**src/rtl/uart_rx.sv**
```systemverilog
// uart_rx: 8E1 serial receiver, 2-flop input synchronizer, mid-bit sampling.
// Latency: line fall to rx_valid = 2 + CLKS_PER_BIT/2 + 10*CLKS_PER_BIT + 1 cycles.
// No backpressure: each completed frame overwrites data_out and the error flags.
module uart_rx #(
  parameter int CLKS_PER_BIT = 16
) (
  input  logic       clock,
  input  logic       reset,
  input  logic       rx_in,
  output logic [7:0] data_out,
  output logic       rx_valid,
  output logic       parity_err,
  output logic       frame_err,
  output logic       busy
);

  typedef enum logic [2:0] {
    IDLE,
    START,
    DATA,
    PARITY,
    STOP,
    WAIT_IDLE
  } state_t;

  localparam logic [15:0] HALF_M1 = 16'(CLKS_PER_BIT / 2 - 1);
  localparam logic [15:0] FULL_M1 = 16'(CLKS_PER_BIT - 1);

  state_t      state_q, state_d;
  logic        rx_meta_q, rx_meta_d;
  logic        rx_s_q, rx_s_d;
  logic [15:0] baud_cnt_q, baud_cnt_d;
  logic [2:0]  bit_idx_q, bit_idx_d;
  logic [7:0]  shift_reg_q, shift_reg_d;
  logic        par_bit_q, par_bit_d;
  logic [7:0]  data_out_q, data_out_d;
  logic        rx_valid_q, rx_valid_d;
  logic        parity_err_q, parity_err_d;
  logic        frame_err_q, frame_err_d;
  logic        busy_q, busy_d;

  // Next-state logic: synchronizer, bit timing, frame decode and registered outputs.
  always_comb begin
    rx_meta_d    = rx_in;
    rx_s_d       = rx_meta_q;
    state_d      = state_q;
    baud_cnt_d   = baud_cnt_q;
    bit_idx_d    = bit_idx_q;
    shift_reg_d  = shift_reg_q;
    par_bit_d    = par_bit_q;
    data_out_d   = data_out_q;
    rx_valid_d   = 1'b0;
    parity_err_d = parity_err_q;
    frame_err_d  = frame_err_q;

    case (state_q)
      IDLE: begin
        if (!rx_s_q) begin
          baud_cnt_d = 16'd0;
          state_d    = START;
        end
      end
      START: begin
        // Re-check the line at half a bit to reject glitches.
        if (baud_cnt_q == HALF_M1) begin
          if (!rx_s_q) begin
            baud_cnt_d = 16'd0;
            bit_idx_d  = 3'd0;
            state_d    = DATA;
          end else begin
            state_d = IDLE;
          end
        end else begin
          baud_cnt_d = baud_cnt_q + 16'd1;
        end
      end
      DATA: begin
        if (baud_cnt_q == FULL_M1) begin
          baud_cnt_d  = 16'd0;
          shift_reg_d = {rx_s_q, shift_reg_q[7:1]};
          if (bit_idx_q == 3'd7) begin
            state_d = PARITY;
          end else begin
            bit_idx_d = bit_idx_q + 3'd1;
          end
        end else begin
          baud_cnt_d = baud_cnt_q + 16'd1;
        end
      end
      PARITY: begin
        if (baud_cnt_q == FULL_M1) begin
          baud_cnt_d = 16'd0;
          par_bit_d  = rx_s_q;
          state_d    = STOP;
        end else begin
          baud_cnt_d = baud_cnt_q + 16'd1;
        end
      end
      STOP: begin
        if (baud_cnt_q == FULL_M1) begin
          baud_cnt_d   = 16'd0;
          data_out_d   = shift_reg_q;
          parity_err_d = par_bit_q ^ (^shift_reg_q);
          frame_err_d  = ~rx_s_q;
          rx_valid_d   = 1'b1;
          // A low stop bit may be a break; wait for the line to recover.
          state_d      = rx_s_q ? IDLE : WAIT_IDLE;
        end else begin
          baud_cnt_d = baud_cnt_q + 16'd1;
        end
      end
      WAIT_IDLE: begin
        if (rx_s_q) begin
          state_d = IDLE;
        end
      end
      default: state_d = IDLE;
    endcase

    busy_d = (state_d != IDLE);
  end

  // State and output registers; reset aborts any frame in progress.
  always_ff @(posedge clock or posedge reset) begin
    if (reset) begin
      state_q      <= IDLE;
      rx_meta_q    <= 1'b1;
      rx_s_q       <= 1'b1;
      baud_cnt_q   <= 16'd0;
      bit_idx_q    <= 3'd0;
      shift_reg_q  <= 8'h00;
      par_bit_q    <= 1'b0;
      data_out_q   <= 8'h00;
      rx_valid_q   <= 1'b0;
      parity_err_q <= 1'b0;
      frame_err_q  <= 1'b0;
      busy_q       <= 1'b0;
    end else begin
      state_q      <= state_d;
      rx_meta_q    <= rx_meta_d;
      rx_s_q       <= rx_s_d;
      baud_cnt_q   <= baud_cnt_d;
      bit_idx_q    <= bit_idx_d;
      shift_reg_q  <= shift_reg_d;
      par_bit_q    <= par_bit_d;
      data_out_q   <= data_out_d;
      rx_valid_q   <= rx_valid_d;
      parity_err_q <= parity_err_d;
      frame_err_q  <= frame_err_d;
      busy_q       <= busy_d;
    end
  end

  assign data_out   = data_out_q;
  assign rx_valid   = rx_valid_q;
  assign parity_err = parity_err_q;
  assign frame_err  = frame_err_q;
  assign busy       = busy_q;

endmodule

```
**config.mk**
```make
export PLATFORM = sky130hd
export DESIGN_NAME = uart_rx
export DESIGN_NICKNAME = d
export VERILOG_FILES = /design/src/rtl/uart_rx.sv
export SDC_FILE = /design/constraint.sdc
export NUM_CORES = 1
export LEC_CHECK = 0
export ABC_AREA = 1
export BUFFER_PORTS_ARGS = -buffer_cell sky130_fd_sc_hd__buf_4
export CORE_MARGIN = 4
export CORE_UTILIZATION = 63
export CTS_BUF_LIST = sky130_fd_sc_hd__clkbuf_4 sky130_fd_sc_hd__clkbuf_8
export DETAILED_ROUTE_END_ITERATION = 10
export HOLD_SLACK_MARGIN = 0.05
export PLACE_DENSITY = 0.82
export SLEW_MARGIN = 20
export SYNTH_ARGS = -nofsm -noshare
export SYNTH_HDL_FRONTEND = slang
export SYNTH_SLANG_ARGS = --single-unit
```
**constraint.sdc**
```tcl
create_clock -name clock -period 2.2 [get_ports clock]
set_input_delay 0.44 -clock clock [delete_from_list [all_inputs] [get_ports clock]]
set_output_delay 0.44 -clock clock [all_outputs]
set_load 0.1 [all_outputs]
```
Word-level counts from Yosys, hierarchy flattened

Cells that the tools add are included.

Flip-flop bits (word level): 45
Bits of input ports: 3

Bitwise gates (word level): 2
Equality and inequality tests: 12
Multiplexer cells: 21
Add/subtract/negate cells: 2
Reductions and logical operators: 10

Operators by type and width:

| operator                                                          | count |
|---|---|
| 16-bit 2-to-1 mux                                                 | 3 |
| 16-bit one-hot mux with 3 select lines                            | 1 |
| 3-bit 2-to-1 mux                                                  | 12 |
| 3-bit one-hot mux with 6 select lines                             | 1 |
| 16-bit by 1-bit adder with 16-bit output (second input constant)  | 1 |
| 16-bit by 3-bit == test with 1-bit output (second input constant) | 1 |
| 16-bit by 4-bit == test with 1-bit output (second input constant) | 1 |
| 3-bit == test (second input constant)                             | 3 |
| 2-bit != test (second input constant)                             | 4 |
| 8-bit XOR reduction                                               | 1 |
| 3-bit by 2-bit == test with 1-bit output (second input constant)  | 2 |
| 3-bit one-hot mux with 2 select lines                             | 1 |
| 2-bit AND reduction                                               | 3 |
| 3-bit nonzero test                                                | 2 |
| 5-bit AND reduction                                               | 1 |
| 3-bit by 1-bit adder with 3-bit output (second input constant)    | 1 |
| 3-bit by 1-bit == test with 1-bit output (second input constant)  | 1 |
| 3-bit logical NOT                                                 | 1 |
| 3-bit OR reduction                                                | 1 |
| 1-bit 2-to-1 mux                                                  | 2 |
| 2-bit 2-to-1 mux                                                  | 1 |
| 2-bit nonzero test                                                | 1 |
| 1-bit inverter                                                    | 1 |
| 1-bit XOR                                                         | 1 |

Logic depth before layout (Yosys ltp)

Depth in word-level cells: 5
Gate-level depth with buffers: 11
Mapped depth without buffers: 10

Worst setup path after synthesis

OpenSTA, ideal clock, no wires.

Path kind: reg-to-reg
Start point: reg baud_cnt_q[0]
End point: reg parity_err_q (netlist: parity_err)
Cell stages (with the launch flop): 10
Setup slack: 592 ps
Buffers on the path: 1
Library setup time: 120 ps
Data required time: 2080 ps
Clock period less this slack: 1608 ps
Arrival: 1488 ps
Cells stage by stage: dfrtp_1 ha_1 nand3_4 nor2_4 nand2_4 nor2_8 inv_2 buf_6 nand2_1 nand2_1

Longest elaborated chain between the ends: 2

Ends and longest elaborated chain:

| item                                      | line | source |
|---|---|---|
| start: declaration                        | 32   | `logic [15:0] baud_cnt_q, baud_cnt_d;` |
| start signal: assignment                  | 142  | `baud_cnt_q <= baud_cnt_d;` |
| 16-bit by 4-bit == test with 1-bit output | 100  | `if (baud_cnt_q == FULL_M1) begin` |
| 2-bit AND reduction (no line)             | n/a  |  |
| end signal: assignment                    | 148  | `parity_err_q <= parity_err_d;` |
| end: declaration                          | 38   | `logic parity_err_q, parity_err_d;` |

No other way between the ends.
A chain may end at the register's enable or synchronous reset.

Final worst setup path

Start point: reg baud_cnt_q[0]
End point: reg shift_reg_q[7]

Longest elaborated chain between the ends: 2

Ends and longest elaborated chain:

| item                                      | line | source |
|---|---|---|
| 16-bit by 4-bit == test with 1-bit output | 78   | `if (baud_cnt_q == FULL_M1) begin` |
| 2-bit AND reduction (no line)             | n/a  |  |
| end signal: assignment                    | 144  | `shift_reg_q <= shift_reg_d;` |
| end: declaration                          | 34   | `logic [7:0] shift_reg_q, shift_reg_d;` |

No other way between the ends.

==> results by group <==
Placement
  • I/O Buffers: 14
  • Routability-driven placement congestion ratio: around 0.85
  • HPWL Detailed: 3859 um
  • Number of cells after detailed placement: 396

Floorplanning
  • Starting Density: 67.46%
  • Top-Level Pins: 15
  • Core box area: between 0.003 and 0.004 mm^2
  • Die width: around 72 um
  • Die Y: 71.78 um
  • Full die area: 0.005152 mm^2
  • Row count: 22

Route
  • Average vias per placed instance: approximately 5.3
  • DR iter-0 viols: 203
  • Antenna-violating nets left: 0
  • Drt pass-1 iters: 4
  • # DRC: 0
  • Average wire per standard cell: 12.78 um
  • Final wirelength: between 5000 and 6000 um
  • Via count: 2159

Status
  • Status: completed

Clocking
  • Clock Latency Late Sink: 0.30 ns
  • Reg clk slew, reported paths: 0.09 ns
  • Clock root cell: clkbuf_8
  • CTS resizes: 0
  • Cts hold-fix bufs: 0
  • Post-CTS setup buffers: 0
  • CTS H-tree depth: 2
  • CTS max path bufs: 2
  • CTS tree: yes
  • CTS sink count: 45
  • Total CTS buffers: 5

Timing
  • Final min period: 1.929 ns
  • Fmax: 0.5185 GHz
  • RSZ-0062 raised after global routing: no
  • Tcrit/Tclk final: 87.67%
  • Max Clock Skew: 0.01279 ns
  • # setup viols final: 0
  • Worst slew pin tran: around 0.55 ns
  • Pins Over Slew Limit: 0
  • Rel. slew slack: 63.26%
  • Final hold vios: 0
  • Hold Slack: 0.1405 ns
  • Setup tns final: 0 ns

Setup path
  • Worst-path fanout max: 13
  • Max incr delay on CP: 0.43 ns
  • Crit path DAT: 2.12 ns
  • Critical-path cell list: ha_1, nand3_4, nor2_4, nand2_4, nor2_4, inv_1, nand2_1, o21ai_0
  • Crit Path Class: reg2reg
  • CP startpoint kind: register
  • Critical-path top delay cell: dfrtp_1
  • Most used cell, CP: nor2_4
  • Critical Path End Type: register
  • Worst Path Required: 2.39 ns

Synth
  • Synth Area per Inst: 7.581 um^2
  • Warnings, synthesis: 0
  • Cell Area, Synth: 0.002562 mm^2
  • Synth cell types: 26
  • Area share of the largest cell type after synthesis: 41.99%
  • Area leader, netlist: dfrtp_1
  • Seq/Total Area, Yosys: between 40% and 50%
  • Post-Synthesis Cells: about 340
  • Multiplexer share of the synthesized area: 0%
  • Compound-gate portion of the synthesized area: 7.617%
  • Yosys reg bits: 45
  • Synthesized Nets: between 300 and 400
  • Simple-gate share of the synthesized area: between 30% and 40%
  • Post-Synth Adder-Cell Area: approximately 1.5%
  • Combinational family with the most area after synthesis: simple AND/OR/NAND/NOR gates
  • XOR/XNOR share of the synthesized area: under 10%
  • Most area-consuming cells after synthesis: dfrtp_1 42%, nand2_1 19%, nand3_1 5.5%

Flow run
  • Max Cap Viol: 0

Final layout
  • Layout cells sized above 1: 12.92%
  • Nets: 361
  • Fin cells: just over 400
  • Ant diodes: 0
  • Most frequent cells in the layout: 128 x nand2_1, 43 x dfrtp_1, 30 x inv_1, 28 x nand3_1, 24 x nor2_1
  • Synthesis-to-finish area growth: 8.838%
  • Leading cell type in the layout, fill and taps excluded: nand2_1
  • Fillers: 299

Global routing
  • Total track usage: 22.33%
  • Largest net degree at the start of global routing: 24
  • Vias in the first global route: 1969
  • Gr ovfl total: 0
  • Initial antenna violation count: 0
  • First-pass GRT wire length: 8983 um

Pwr
  • Power Total: 0.002162 W
  • Max IR drop VDD: between 0.5 and 0.6 mV
  • Pwr dens: 775.2 mW/mm^2
  • Lkg Pwr: 1.480 nW

Worst hold path
  • Hold crit path type: in2async
## report_power, final
| part | switching (W) | internal, W |
|---|---|---|
| Sequential | 0.0000874 | 0.000894 |
| Combinational | 0.000474 | 0.000188 |
| Clock | 0.000294 | 0.000225 |
| Total | 0.000855 | 0.00131 |
## routing by layer
| layer | track usage (%) | vias up | routed length, um |
|---|---|---|---|
| li1 | - | 1113 | - |
| met1 | 31.83 | 979 | 2509 |
| met2 | 34.08 | 61 | 2291 |
| met3 | 4.909 | 6 | 294 |
| met4 | 6.889 | 0 | 66 |
| met5 | 0 | - | 0 |
## registers in the layout, indices dropped and copies added (netlist names), 3 cells and up
name	cells
bit_idx_q	3
data_out	8
shift_reg_q	8
baud_cnt_q	16
state_q	3
## worst max-delay path, delay by kind of cell, from the launching register on
| kind | cells | cell delay, ns |
|---|---|---|
| AOI/OAI and AO/OA | 1 | 0.07 |
| adders and majority gates | 1 | 0.32 |
| buffers and inverters | 1 | 0.17 |
| DFF | 1 | 0.43 |
| and+or+nand+nor | 5 | 0.83 |
## stage by stage
step / util, % / instance area [um^2] / setup slack (ns)
floorplan: - / 2562 / 0.5920
global placement: 70.95 / 2695 / 0.2947
detailed placement: 70.95 / 2695 / 0.2054
CTS: 73.35 / 2786 / 0.1966
global route: 73.42 / 2789 / 0.06113
finish: 73.42 / 2789 / 0.2712
## logic make-up after synthesis
family,Yosys count
AO/OA/AOI/OAI,33
XOR/XNOR,8
adder cells (fa/ha/maj),3
buffers and inverters,39
flip-flops,45
AND/OR/NAND/NOR,210
## Yosys cell counts
cell type and count:
inv_1 31, dfrtp_1 43, o211ai_1 5, o21ai_2 4
nand3_1 28, nand2_2 2, nand3_4 1, nand2_4 3
xnor2_1 5, nand2_1 128, nand3b_1 4, buf_6 2
nor3_1 5, a21oi_1 2, dfstp_2 2, buf_4 2
a21o_1 1, xor2_1 3, buf_2 2, nor2_1 25
ha_1 3, nor2_4 5, nor2_8 1, nand4_1 8
o21ai_0 21, inv_2 2
## path summary, 6_finish.rpt
path	from	cells past startpoint	endpoint	slack (ns)
worst max-delay path	baud_cnt_q[0]	8	shift_reg_q[7]	0.27
worst max register to register	baud_cnt_q[0]	8	shift_reg_q[7]	0.27
worst min register to register	rx_meta_q	0	rx_s_q	0.36
max in group asynchronous	reset	3	rx_meta_q	1.45
worst min-delay path	reset	2	baud_cnt_q[4]	0.14
min in group clock	rx_in	1	rx_meta_q	0.25
## layout make-up
class | count | area [um^2] | share of cell area (%)
Clock inverter | 3 | 22.52 | 0.8075
Sequential cell | 45 | 1129 | 40.47
Tap cell | 48 | 60.06 | 2.153
Inverter | 33 | 123.9 | 4.441
Timing Repair Buffer | 16 | 120.1 | 4.307
Clock buffer | 5 | 68.82 | 2.467
Multi-Input combinational cell | 254 | 1265 | 45.36
No activity file was read; power rests on OpenSTA's default activity.
